$ cat config.mk
export PLATFORM = sky130hd
export DESIGN_NAME = pipelined_ripple_adder
export DESIGN_NICKNAME = d
export VERILOG_FILES = /design/src/rtl/pipelined_ripple_adder.sv
export SDC_FILE = /design/constraint.sdc
export NUM_CORES = 1
export LEC_CHECK = 0
export BUFFER_PORTS_ARGS = -buffer_cell sky130_fd_sc_hd__buf_4
export CELL_PAD_IN_SITES_DETAIL_PLACEMENT = 1
export CELL_PAD_IN_SITES_GLOBAL_PLACEMENT = 1
export CORE_MARGIN = 4
export CORE_UTILIZATION = 47
export DETAILED_ROUTE_END_ITERATION = 6
export GPL_ROUTABILITY_DRIVEN = 1
export PLACE_DENSITY_LB_ADDON = 0.3
export RECOVER_POWER = 100
export SLEW_MARGIN = 20
export SYNTH_ARGS = -nofsm -noshare
export SYNTH_HDL_FRONTEND = slang
export SYNTH_SLANG_ARGS = --single-unit
$ cat constraint.sdc
create_clock -name clk -period 1.7 [get_ports clk]
set_clock_uncertainty 0.05 [all_clocks]
set_input_delay 0.34 -clock clk [delete_from_list [all_inputs] [get_ports clk]]
set_output_delay 0.34 -clock clk [all_outputs]
set_load 0.03 [all_outputs]
$ cat src/rtl/pipelined_ripple_adder.sv
`default_nettype none
// ============================================================================
// Module   : pipelined_ripple_adder
// Brief    : WIDTH-bit adder cut into STAGES ripple-carry slices with the
//            carry registered between slices; valid/ready with global stall.
//            Optional signed-overflow output enabled by PIPE_ADD_OVF_EN.
// Revision : 1.0 - initial release
// ============================================================================
module pipelined_ripple_adder #(
    parameter int WIDTH  = 8,
    parameter int STAGES = 4
) (
    input  logic             clk,
    input  logic             rst_n,
    input  logic             in_valid,
    output logic             in_ready,
    input  logic [WIDTH-1:0] a,
    input  logic [WIDTH-1:0] b,
    input  logic             cin,
    output logic             out_valid,
    input  logic             out_ready,
    output logic [WIDTH-1:0] sum,
    output logic             cout
`ifdef PIPE_ADD_OVF_EN
    ,
    output logic             ovf
`endif
);

    localparam int CHUNK = WIDTH / STAGES;

    if ((STAGES < 1) || (STAGES > WIDTH) || ((WIDTH % STAGES) != 0)) begin : g_bad_cfg
        $error("pipelined_ripple_adder: WIDTH must be a multiple of STAGES, 1 <= STAGES <= WIDTH");
    end

    logic [WIDTH-1:0]  r_a   [STAGES];
    logic [WIDTH-1:0]  r_b   [STAGES];
    logic [WIDTH-1:0]  r_sum [STAGES];
    logic [STAGES-1:0] r_c;
    logic [STAGES-1:0] r_v;

    logic [WIDTH-1:0]  w_a_in   [STAGES];
    logic [WIDTH-1:0]  w_b_in   [STAGES];
    logic [WIDTH-1:0]  w_sum_in [STAGES];
    logic [WIDTH-1:0]  w_sum_nxt[STAGES];
    logic [STAGES-1:0] w_c_in;
    logic [STAGES-1:0] w_c_nxt;
    logic [STAGES-1:0] w_v_in;
    logic              w_advance;

    assign w_advance = !r_v[STAGES-1] || out_ready;
    assign in_ready  = w_advance;

    // Each slice is fed by the port inputs (slice 0) or by its predecessor's registers.
    for (genvar k = 0; k < STAGES; k++) begin : g_stage_in
        if (k == 0) begin : g_first
            assign w_a_in[k]   = a;
            assign w_b_in[k]   = b;
            assign w_sum_in[k] = '0;
            assign w_c_in[k]   = cin;
            assign w_v_in[k]   = in_valid;
        end else begin : g_next
            assign w_a_in[k]   = r_a[k-1];
            assign w_b_in[k]   = r_b[k-1];
            assign w_sum_in[k] = r_sum[k-1];
            assign w_c_in[k]   = r_c[k-1];
            assign w_v_in[k]   = r_v[k-1];
        end
    end

    always_comb begin
        logic v_carry;
        v_carry = 1'b0;
        for (int k = 0; k < STAGES; k++) begin
            w_sum_nxt[k] = w_sum_in[k];
            v_carry      = w_c_in[k];
            for (int j = 0; j < CHUNK; j++) begin
                w_sum_nxt[k][k*CHUNK+j] = w_a_in[k][k*CHUNK+j] ^ w_b_in[k][k*CHUNK+j] ^ v_carry;
                v_carry = (w_a_in[k][k*CHUNK+j] & w_b_in[k][k*CHUNK+j]) |
                          (v_carry & (w_a_in[k][k*CHUNK+j] ^ w_b_in[k][k*CHUNK+j]));
            end
            w_c_nxt[k] = v_carry;
        end
    end

    always_ff @(posedge clk or negedge rst_n) begin
        if (!rst_n) begin
            r_c <= '0;
            r_v <= '0;
            for (int k = 0; k < STAGES; k++) begin
                r_a[k]   <= '0;
                r_b[k]   <= '0;
                r_sum[k] <= '0;
            end
        end else if (w_advance) begin
            r_c <= w_c_nxt;
            r_v <= w_v_in;
            for (int k = 0; k < STAGES; k++) begin
                r_a[k]   <= w_a_in[k];
                r_b[k]   <= w_b_in[k];
                r_sum[k] <= w_sum_nxt[k];
            end
        end
    end

    assign sum       = r_sum[STAGES-1];
    assign cout      = r_c[STAGES-1];
    assign out_valid = r_v[STAGES-1];

`ifdef PIPE_ADD_OVF_EN
    logic r_ovf;
    logic w_ovf_nxt;

    // Carry into the MSB is recovered as a^b^sum at that bit.
    assign w_ovf_nxt = w_c_nxt[STAGES-1] ^
                       (w_a_in[STAGES-1][WIDTH-1] ^ w_b_in[STAGES-1][WIDTH-1] ^
                        w_sum_nxt[STAGES-1][WIDTH-1]);

    always_ff @(posedge clk or negedge rst_n) begin
        if (!rst_n) begin
            r_ovf <= 1'b0;
        end else if (w_advance) begin
            r_ovf <= w_ovf_nxt;
        end
    end

    assign ovf = r_ovf;
`endif

endmodule
`default_nettype wire

==> impl_metrics.toml, run 1 <==
[yosys]
netlist_area_sq_um = 2440
synth-edff-count = 0
ys_ff_latch = 52
synth.most_common_cell = "dfrtp_1"
synth.largest_area_cell = "dfrtp_1"
synthArstFlopShare_pct = 100
synth_flop_cell = "dfrtp_1"
synth_seq_area_share_pct = 53.3
syn_nets = 186
synthCells = 157
synth.top_cells.by_count = "dfrtp_1 (52), mux2_4 (35), inv_1 (20)"
synth_cell_type_count = 13
synth.area.top_cells = "dfrtp_1 (53%), mux2_4 (22%), fa_1 (6.6%), buf_12 (3.3%), inv_1 (3.1%)"
synth.avg_cell_area_sq_um = 15.6
yosysTopAreaCellShare_pct = 53.3
yosysWarnings = 0

[finish]
fin_nets = 213
areaGrowthSynthToFinish_pct = 6.76
drive_above_1_share_pct = 30.3
fillers = 512
antenna_cells = 0
final_cell_area_sq_um = 2610

[setup_path]
rrSetupSlack_ns = 0.09
worstReg2RegStart = "r_a[14]"
arrival_ns = 1.75
path_cells = "inv_1, fa_1, fa_1, a21oi_1"
end_kind = "flip-flop"
worst_r2r_endpoint = "sum[7]"
cp.required_ns = 1.84
crit_type = "flip-flop to flip-flop"
crit_path_start_kind = "flip-flop"
path_max_fanout = 2
cp_slowest_stage_delay_ns = 0.50
worstRegToRegCells = 4
slowest_stage = "fa_1"
cpMostUsedCell = "fa_1"
startpoint = "r_a[14]"

[power_and_ir_drop]
p_leak_nw = 1.24
switchingPower_w = 0.00157
irDropWorstVdd_v = 0.000693
seqPwrFrac_pct = 45.9
pwr-share-comb_pct = 38.4
clock_power_share_pct = 15.8
swShare_pct = 34.9
power_density_nw_per_um2 = 1720
p_int_w = 0.00292

[placement]
dp_hpwl_mm = 2.79
placed_area_sq_um = 2640
portBuffers = 31
gp_congestion = 0.690

[route]
routed-wl-met2_mm = 1.93
postRouteAntennaNets = 0
wire_per_inst_um = 15.3
highest_layer = "met4"
vias_per_cell = 4.79
num_vias = 1207
drt-total-wl_mm = 3.85
drtPass1Iterations = 4
wl_met1_mm = 1.68
drt-initial-drc-count = 50
wl_met3_um = 163
remaining_drc_errors = 0

[clock_network]
cts_buffers = 5
cts_setup_buffers = 0
cts.sinks = 52
h-tree-depth = 2
ctsRootBufferMaster = "clkbuf_8"
cts_buffer_depth = 2
cts_tree = "built"
post_cts_resized = 0
clk_latency_ns = 0.30
hold_buffers = 0
clkTransAtPathRegs_ns = 0.09

[timing]
fmax_ghz = 0.620
worst_pin_slew_ns = 1.26
setup_violations = 0
slew_violations = 0
fin_crit_sh_pct = 94.9
hold_violations = 0
min_period_ns = 1.61
fin_setup_tns_ns = 0
slew_headroom_pct = 15.7
rsz0062_at_grt = "false"

[grt]
grt_antenna_before_repair = 0
grt_usage_pct = 14.0
gr-total-overflow = 0
grt_start_max_net_pins = 53
grt_pass1_vias = 1338
grt_first_pass_wirelength_mm = 6.80

[min_path]
hold_path_class = "primary input to flip-flop"
hold-path-cell-count = 2
hold_end = "r_a[31]"
hp-start = "a[7]"

[die]
die_y_um = 80.1
pin_count = 32
initial_core_util_pct = 50.1
std_cell_rows = 25
die_w_um = 80.1
core_area_sq_um = 4880
die-area_sq_um = 6420

[job]
drv_cap = 0

[status]
outcome = "completed"
registers in the layout, summed over array words and instances (netlist names):
register and cells:
r_v 4, r_c 4, r_a 12, r_sum 12, sum 8, r_b 12
area by class of cell:
type                    count  area (sq um)  area share [%]
well taps                  67          83.8            3.21
inverters                  20          75.1            2.88
flip-flops and latches     52          1300            49.9
clock inverters             2          10.0           0.384
clock buffers               6          82.6            3.17
multi-input cells          70           822            31.5
repair buffers             35           234            8.97
placed cells by master (no fill, tap or decap):
cell type  Yosys  final
a21oi_1        9      9
buf_12         4      1
clkbuf_2       0      3
inv_1         20     20
nand2b_1       1      2
fa_1           8      8
clkbuf_8       0      6
clkbuf_1       0      9
dfrtp_1       52     52
clkinv_2       0      2
mux2_2         4      4
nor3b_1        9      9
clkbuf_4       0      2
mux2_4        35     18
mux2_1         0     17
buf_4          8     20
mux2i_1        3      3
stage by stage:
step	total power (W)	hold WS, ns	utilization (%)	std cells	worst slack [ns]
2_1_floorplan	0.00378	-0.00559	-	157	0.183
6_report	0.00449	0.196	53.5	252	0.0875
5_1_grt	0.00485	0.190	53.5	252	0.0274
4_1_cts	0.00490	0.0235	56.0	252	0.0745
3_3_place_gp	0.00403	0.347	54.1	244	0.110
3_5_place_dp	0.00416	0.362	54.1	244	0.0861
per-layer routing:
| layer | up-vias | global-route usage, % |
|---|---|---|
| li1 | 557 | - |
| met1 | 621 | 17.8 |
| met2 | 22 | 22.4 |
| met3 | 7 | 3.59 |
| met4 | 0 | 6.59 |
| met5 | - | 0 |
kinds of logic (layout without fill, tap and decap cells):
kind of cell | after synthesis | in the layout | share of synthesized area (%)
flops | 52 | 52 | 53.3
mux | 42 | 42 | 24.6
buf+inv | 35 | 63 | 10.2
simple gates | 11 | 11 | 3.58
compound gates | 9 | 9 | 1.84
fa+ha+maj | 8 | 8 | 6.55
critical path, delay by kind of cell (launching register included):
family | cells | cell delay (ns)
fa+ha+maj | 2 | 0.96
flops | 1 | 0.37
compound gates | 1 | 0.06
buf+inv | 1 | 0.06
power groups by stage:
stage          clock network (W)  registers (W)  logic, W
6_report                0.000707        0.00206   0.00172
5_1_grt                 0.000798        0.00214   0.00191
4_1_cts                 0.000739        0.00210   0.00207
3_5_place_dp                   0        0.00211   0.00205
3_3_place_gp                   0        0.00206   0.00197
2_1_floorplan                  0        0.00205   0.00173
worst max path at each step:
| stage | to |
|---|---|
| final | sum[7] |
| after detailed placement | r_sum[25] |
| after floorplan | in_ready |
| after global placement | r_sum[25] |
| after CTS | sum[7] |
| after global routing | r_a[30] |
Note: power is estimated with default switching activity, not from simulation.
==> run 2: changes to the inputs <==
BUFFER_PORTS_ARGS = not set   (was -buffer_cell sky130_fd_sc_hd__buf_4)
CORE_UTILIZATION = 52   (was 47)
DONT_BUFFER_PORTS = 1   (was not set)
==> impl_metrics.toml, run 2 (synthesis gave the netlist of run 1 again) <==
[route]
wire_per_inst_um = 17.8
drt-total-wl_mm = 3.70
postRouteAntennaNets = 0
num_vias = 1117
drtPass1Iterations = 2
remaining_drc_errors = 0
vias_per_cell = 5.37
drt-initial-drc-count = 34

[status]
outcome = "completed"

[placement]
dp_hpwl_mm = 2.68
portBuffers = 0
dp_slack_ns = 0.0829
gp_congestion = 0.744

[min_path]
hold_path_class = "primary input to flip-flop"
hold-path-cell-count = 1
hold_end = "r_a[30]"
hp-start = "a[6]"

[power_and_ir_drop]
power_density_nw_per_um2 = 1790
irDropWorstVdd_v = 0.000637
p_leak_nw = 1.07

[clock_network]
clk_latency_ns = 0.31
ctsRootBufferMaster = "clkbuf_8"
cts.sinks = 52
cts_buffers = 5
cts_buffer_depth = 2
post_cts_resized = 0
cts_tree = "built"
clkTransAtPathRegs_ns = 0.09
h-tree-depth = 2

[timing]
fin_setup_tns_ns = 0
slew_headroom_pct = 54.6
fin_crit_sh_pct = 94.1
setup_slack_ns = 0.100
rsz0062_at_grt = "false"
slew_violations = 0
setup_violations = 0
whs_ns = 0.114
min_period_ns = 1.60
hold_violations = 0
worst_pin_slew_ns = 0.681
fmax_ghz = 0.625

[finish]
top_regs = "r_a: 12 flops, r_b: 12 flops, r_sum: 12 flops"
final_cell_mix = "dfrtp_1 (52), mux2_1 (32), inv_1 (20)"
fin_nets = 184
layout_commonest_cell = "dfrtp_1"
drive_above_1_share_pct = 11.5
antenna_cells = 0
fin_util_pct = 53.4
fillers = 441
areaGrowthSynthToFinish_pct = -2.97

[setup_path]
end_kind = "flip-flop"
rrSetupSlack_ns = 0.10
crit_path_start_kind = "flip-flop"
crit_type = "flip-flop to flip-flop"
path_max_fanout = 2
worst_r2r_endpoint = "sum[7]"
worstReg2RegStart = "r_a[14]"
arrival_ns = 1.74
worstRegToRegCells = 4
cp.required_ns = 1.84

[job]
drv_cap = 0

[die]
core_area_sq_um = 4440
pin_count = 32
die-area_sq_um = 5860
initial_core_util_pct = 55.0
die_y_um = 76.6
std_cell_rows = 24
die_w_um = 76.6

[grt]
grt_pass1_vias = 1340
grt_usage_pct = 14.4
grt_antenna_before_repair = 0
gr-total-overflow = 0
grt_first_pass_wirelength_mm = 6.56
grt_start_max_net_pins = 53
run 2: cell types whose count changed in the layout (fill, tap and decap cells not counted), moves of 2 or more:
| cell | change |
|---|---|
| buf_4 | -20 |
| clkbuf_1 | -6 |
| clkbuf_2 | -2 |
| clkinv_2 | -2 |
| mux2_1 | +15 |
| mux2_4 | -15 |
run 2: final cells by class:
class | instances | area [sq um] | share of cell area (%)
clock buffers | 8 | 90.1 | 3.80
inverters | 20 | 75.1 | 3.17
multi-input cells | 70 | 773 | 32.6
flip-flops and latches | 52 | 1300 | 54.9
well taps | 52 | 65.1 | 2.74
repair buffers | 6 | 66.3 | 2.80
run 2: worst max path at each step:
stage,from,endpoint,slack [ns],cells after the start
finish,r_a[14],sum[7],0.10,4
global route,r_a[26],r_sum[19],0.03,4
CTS,r_a[20],r_sum[13],0.07,4
detailed placement,r_a[20],r_sum[13],0.08,4
global placement,r_a[14],sum[7],0.13,4
floorplan,r_v[3],in_ready,0.18,4
run 2: worst max-delay path, stage by stage (launching register included):
cell	delay [ns]
dfrtp_1	0.37
inv_1	0.06
fa_1	0.46
fa_1	0.49
a21oi_1	0.06
run 2: repair_timing:
| item | in CTS | in global routing |
|---|---|---|
| hold endpoints to repair | 52 | 0 |
| buffers inserted | 0 | 0 |
| hold buffers | 2 | 0 |
run 2: metal layers:
layer / share of wire, % / track usage [%]
met3: 4.3 / 4.02
met1: 40 / 16.4
met2: 53 / 24.6
met4: 2.4 / 7.61
met5: 0 / 0
run 2: per-stage QoR:
step	total power [W]	std cells	area, sq um
final	0.00424	208	2370
after global routing	0.00460	208	2370
after CTS	0.00471	208	2520
after detailed placement	0.00394	198	2390
after global placement	0.00379	198	2390
after floorplan	0.00378	157	2440
run 2: power by group:
part	leakage, nW	total [W]	internal, W	switching [W]
Sequential	0.597	0.00228	0.00177	0.000511
Combinational	0.425	0.00125	0.000642	0.000608
Clock	0.0455	0.000712	0.000333	0.000380
Total	1.07	0.00424	0.00274	0.00150
==> run 3: changes to the inputs <==
ABC_AREA = 1   (was not set)
CORE_UTILIZATION = 47   (was 52)
==> impl_metrics.toml, run 3 <==
[status]
outcome = "completed"

[setup_path]
worstRegToRegCells = 6
worstReg2RegStart = "r_a[14]"
worst_r2r_endpoint = "sum[7]"
arrival_ns = 1.74
crit_type = "flip-flop to flip-flop"
end_kind = "flip-flop"
crit_path_start_kind = "flip-flop"
rrSetupSlack_ns = 0.11
cp.required_ns = 1.85
path_max_fanout = 2

[timing]
fin_crit_sh_pct = 93.8
slew_violations = 0
rsz0062_at_grt = "false"
min_period_ns = 1.59
worst_pin_slew_ns = 0.724
fin_setup_tns_ns = 0
setup_violations = 0
slew_headroom_pct = 51.7
hold_violations = 0
fmax_ghz = 0.627

[route]
wire_per_inst_um = 14.7
vias_per_cell = 5.01
remaining_drc_errors = 0
num_vias = 1664
drt-total-wl_mm = 4.88
drtPass1Iterations = 4
drt-initial-drc-count = 154
postRouteAntennaNets = 0

[grt]
gr-total-overflow = 0
grt_start_max_net_pins = 54
grt_antenna_before_repair = 0
grt_usage_pct = 17.6
grt_pass1_vias = 1803
grt_first_pass_wirelength_mm = 8.68

[finish]
drive_above_1_share_pct = 7.55
final_cell_area_sq_um = 2500
top_regs = "r_a: 12 flops, r_b: 12 flops, r_sum: 12 flops"
layout_commonest_cell = "nand2_1"
final_cell_mix = "nand2_1 (103), dfrtp_1 (52), nand3_1 (51)"
fin_nets = 293
antenna_cells = 0
areaGrowthSynthToFinish_pct = 2.20

[power_and_ir_drop]
seqPwrFrac_pct = 50.3
p_int_w = 0.00263
p_leak_nw = 1.38
switchingPower_w = 0.00192
power_density_nw_per_um2 = 1820
clock_power_share_pct = 15.9
pwr-share-comb_pct = 33.8
irDropWorstVdd_v = 0.000654
swShare_pct = 42.2

[placement]
portBuffers = 0
dp_hpwl_mm = 2.98
placed_area_sq_um = 2360
gp_congestion = 0.704

[yosys]
yosysTopAreaCellShare_pct = 53.3
syn_nets = 302
synthArstFlopShare_pct = 100
netlist_area_sq_um = 2440
synth.most_common_cell = "nand2_1"
synth-edff-count = 0
synth.avg_cell_area_sq_um = 8.95
synth.largest_area_cell = "dfrtp_1"
synth_cell_type_count = 10
synth.top_cells.by_count = "nand2_1 (103), dfrtp_1 (52), nand3_1 (51)"
synth_seq_area_share_pct = 53.3
yosysWarnings = 0
synthCells = 273
synth_flop_cell = "dfrtp_1"
synth.area.top_cells = "dfrtp_1 (53%), nand2_1 (16%), nand3_1 (10%), fa_1 (6.6%), inv_1 (5.1%)"
ys_ff_latch = 52

[die]
core_area_sq_um = 4880
initial_core_util_pct = 50.1
die-area_sq_um = 6420
pin_count = 32
die_y_um = 80.1
die_w_um = 80.1
std_cell_rows = 25

[clock_network]
cts_buffers = 5
clkTransAtPathRegs_ns = 0.09
clk_latency_ns = 0.30
cts_buffer_depth = 2
h-tree-depth = 2
cts.sinks = 52
ctsRootBufferMaster = "clkbuf_8"
cts_tree = "built"

[min_path]
hp-start = "b[6]"
hold_path_class = "primary input to flip-flop"
hold_end = "r_b[30]"
hold-path-cell-count = 2

[job]
drv_cap = 0
[run 3: timing repair]
| action | 4_1_cts | 5_1_grt |
|---|---|---|
| endpoints found under the hold margin | 52 | 0 |
| buffers inserted | 0 | 3 |
| hold buffers | 2 | 0 |
| setup endpoints to repair | 1 | 3 |
| resized for setup | 1 | 2 |
[run 3: routing by layer]
layer  wire (um)  vias to the layer above  share of wire [%]  GRT usage (%)
li1            -                      798                  -              -
met1        2190                      833                 45           22.6
met2        2470                       27                 51           29.6
met3         161                        6                3.3           4.37
met4          60                        0                1.2           5.07
met5           0                        -                  0              0
[run 3: worst max-delay path by stage]
stage | from | to | depth (start not counted)
after global placement | r_a[14] | sum[7] | 6
after CTS | r_a[26] | r_sum[19] | 6
after floorplan | a[0] | r_sum[25] | 6
after detailed placement | r_a[14] | sum[7] | 6
after global routing | r_a[14] | sum[7] | 6
final | r_a[14] | sum[7] | 6
[run 3: power by group through the flow]
stage          logic [W]  registers, W  clock network, W
6_report         0.00154       0.00229          0.000724
5_1_grt          0.00185       0.00236          0.000816
4_1_cts          0.00154       0.00230          0.000756
3_5_place_dp     0.00149       0.00232                 0
3_3_place_gp     0.00140       0.00230                 0
2_1_floorplan    0.00163       0.00204                 0
[run 3: stage by stage]
stage / setup WS [ns] / util [%] / total power, W / hold slack (ns) / cells
detailed placement: 0.0147 / 48.4 / 0.00381 / -0.00398 / 319
global route: 0.0127 / 51.2 / 0.00503 / 0.0808 / 332
CTS: 0.0597 / 51.1 / 0.00460 / 0.0770 / 329
global placement: 0.0731 / 48.4 / 0.00370 / -0.00381 / 319
finish: 0.106 / 51.2 / 0.00455 / 0.0895 / 332
floorplan: 0.140 / - / 0.00367 / -0.00559 / 273
[run 3: logic make-up (layout without fill, tap and decap cells)]
family / after synthesis / count (layout) / synth area share (%)
fa+ha+maj: 8 / 8 / 6.55
simple gates: 155 / 155 / 27.1
buf+inv: 58 / 50 / 13.1
flops: 52 / 52 / 53.3
[run 3: layout make-up]
cell class / count / area (sq um)
tap: 67 / 83.8
multi-input combinational: 163 / 830
timing repair buffer: 8 / 60.1
fill: 572 / 2380
inverter: 34 / 130
clock inverter: 2 / 10.0
sequential: 52 / 1300
clock buffer: 6 / 82.6
[run 3: critical path: stages (launching register included)]
cell     delay, ns
dfrtp_1       0.35
inv_1         0.06
fa_2          0.39
fa_1          0.48
inv_1         0.04
nand2_1       0.06
nand2_1       0.06
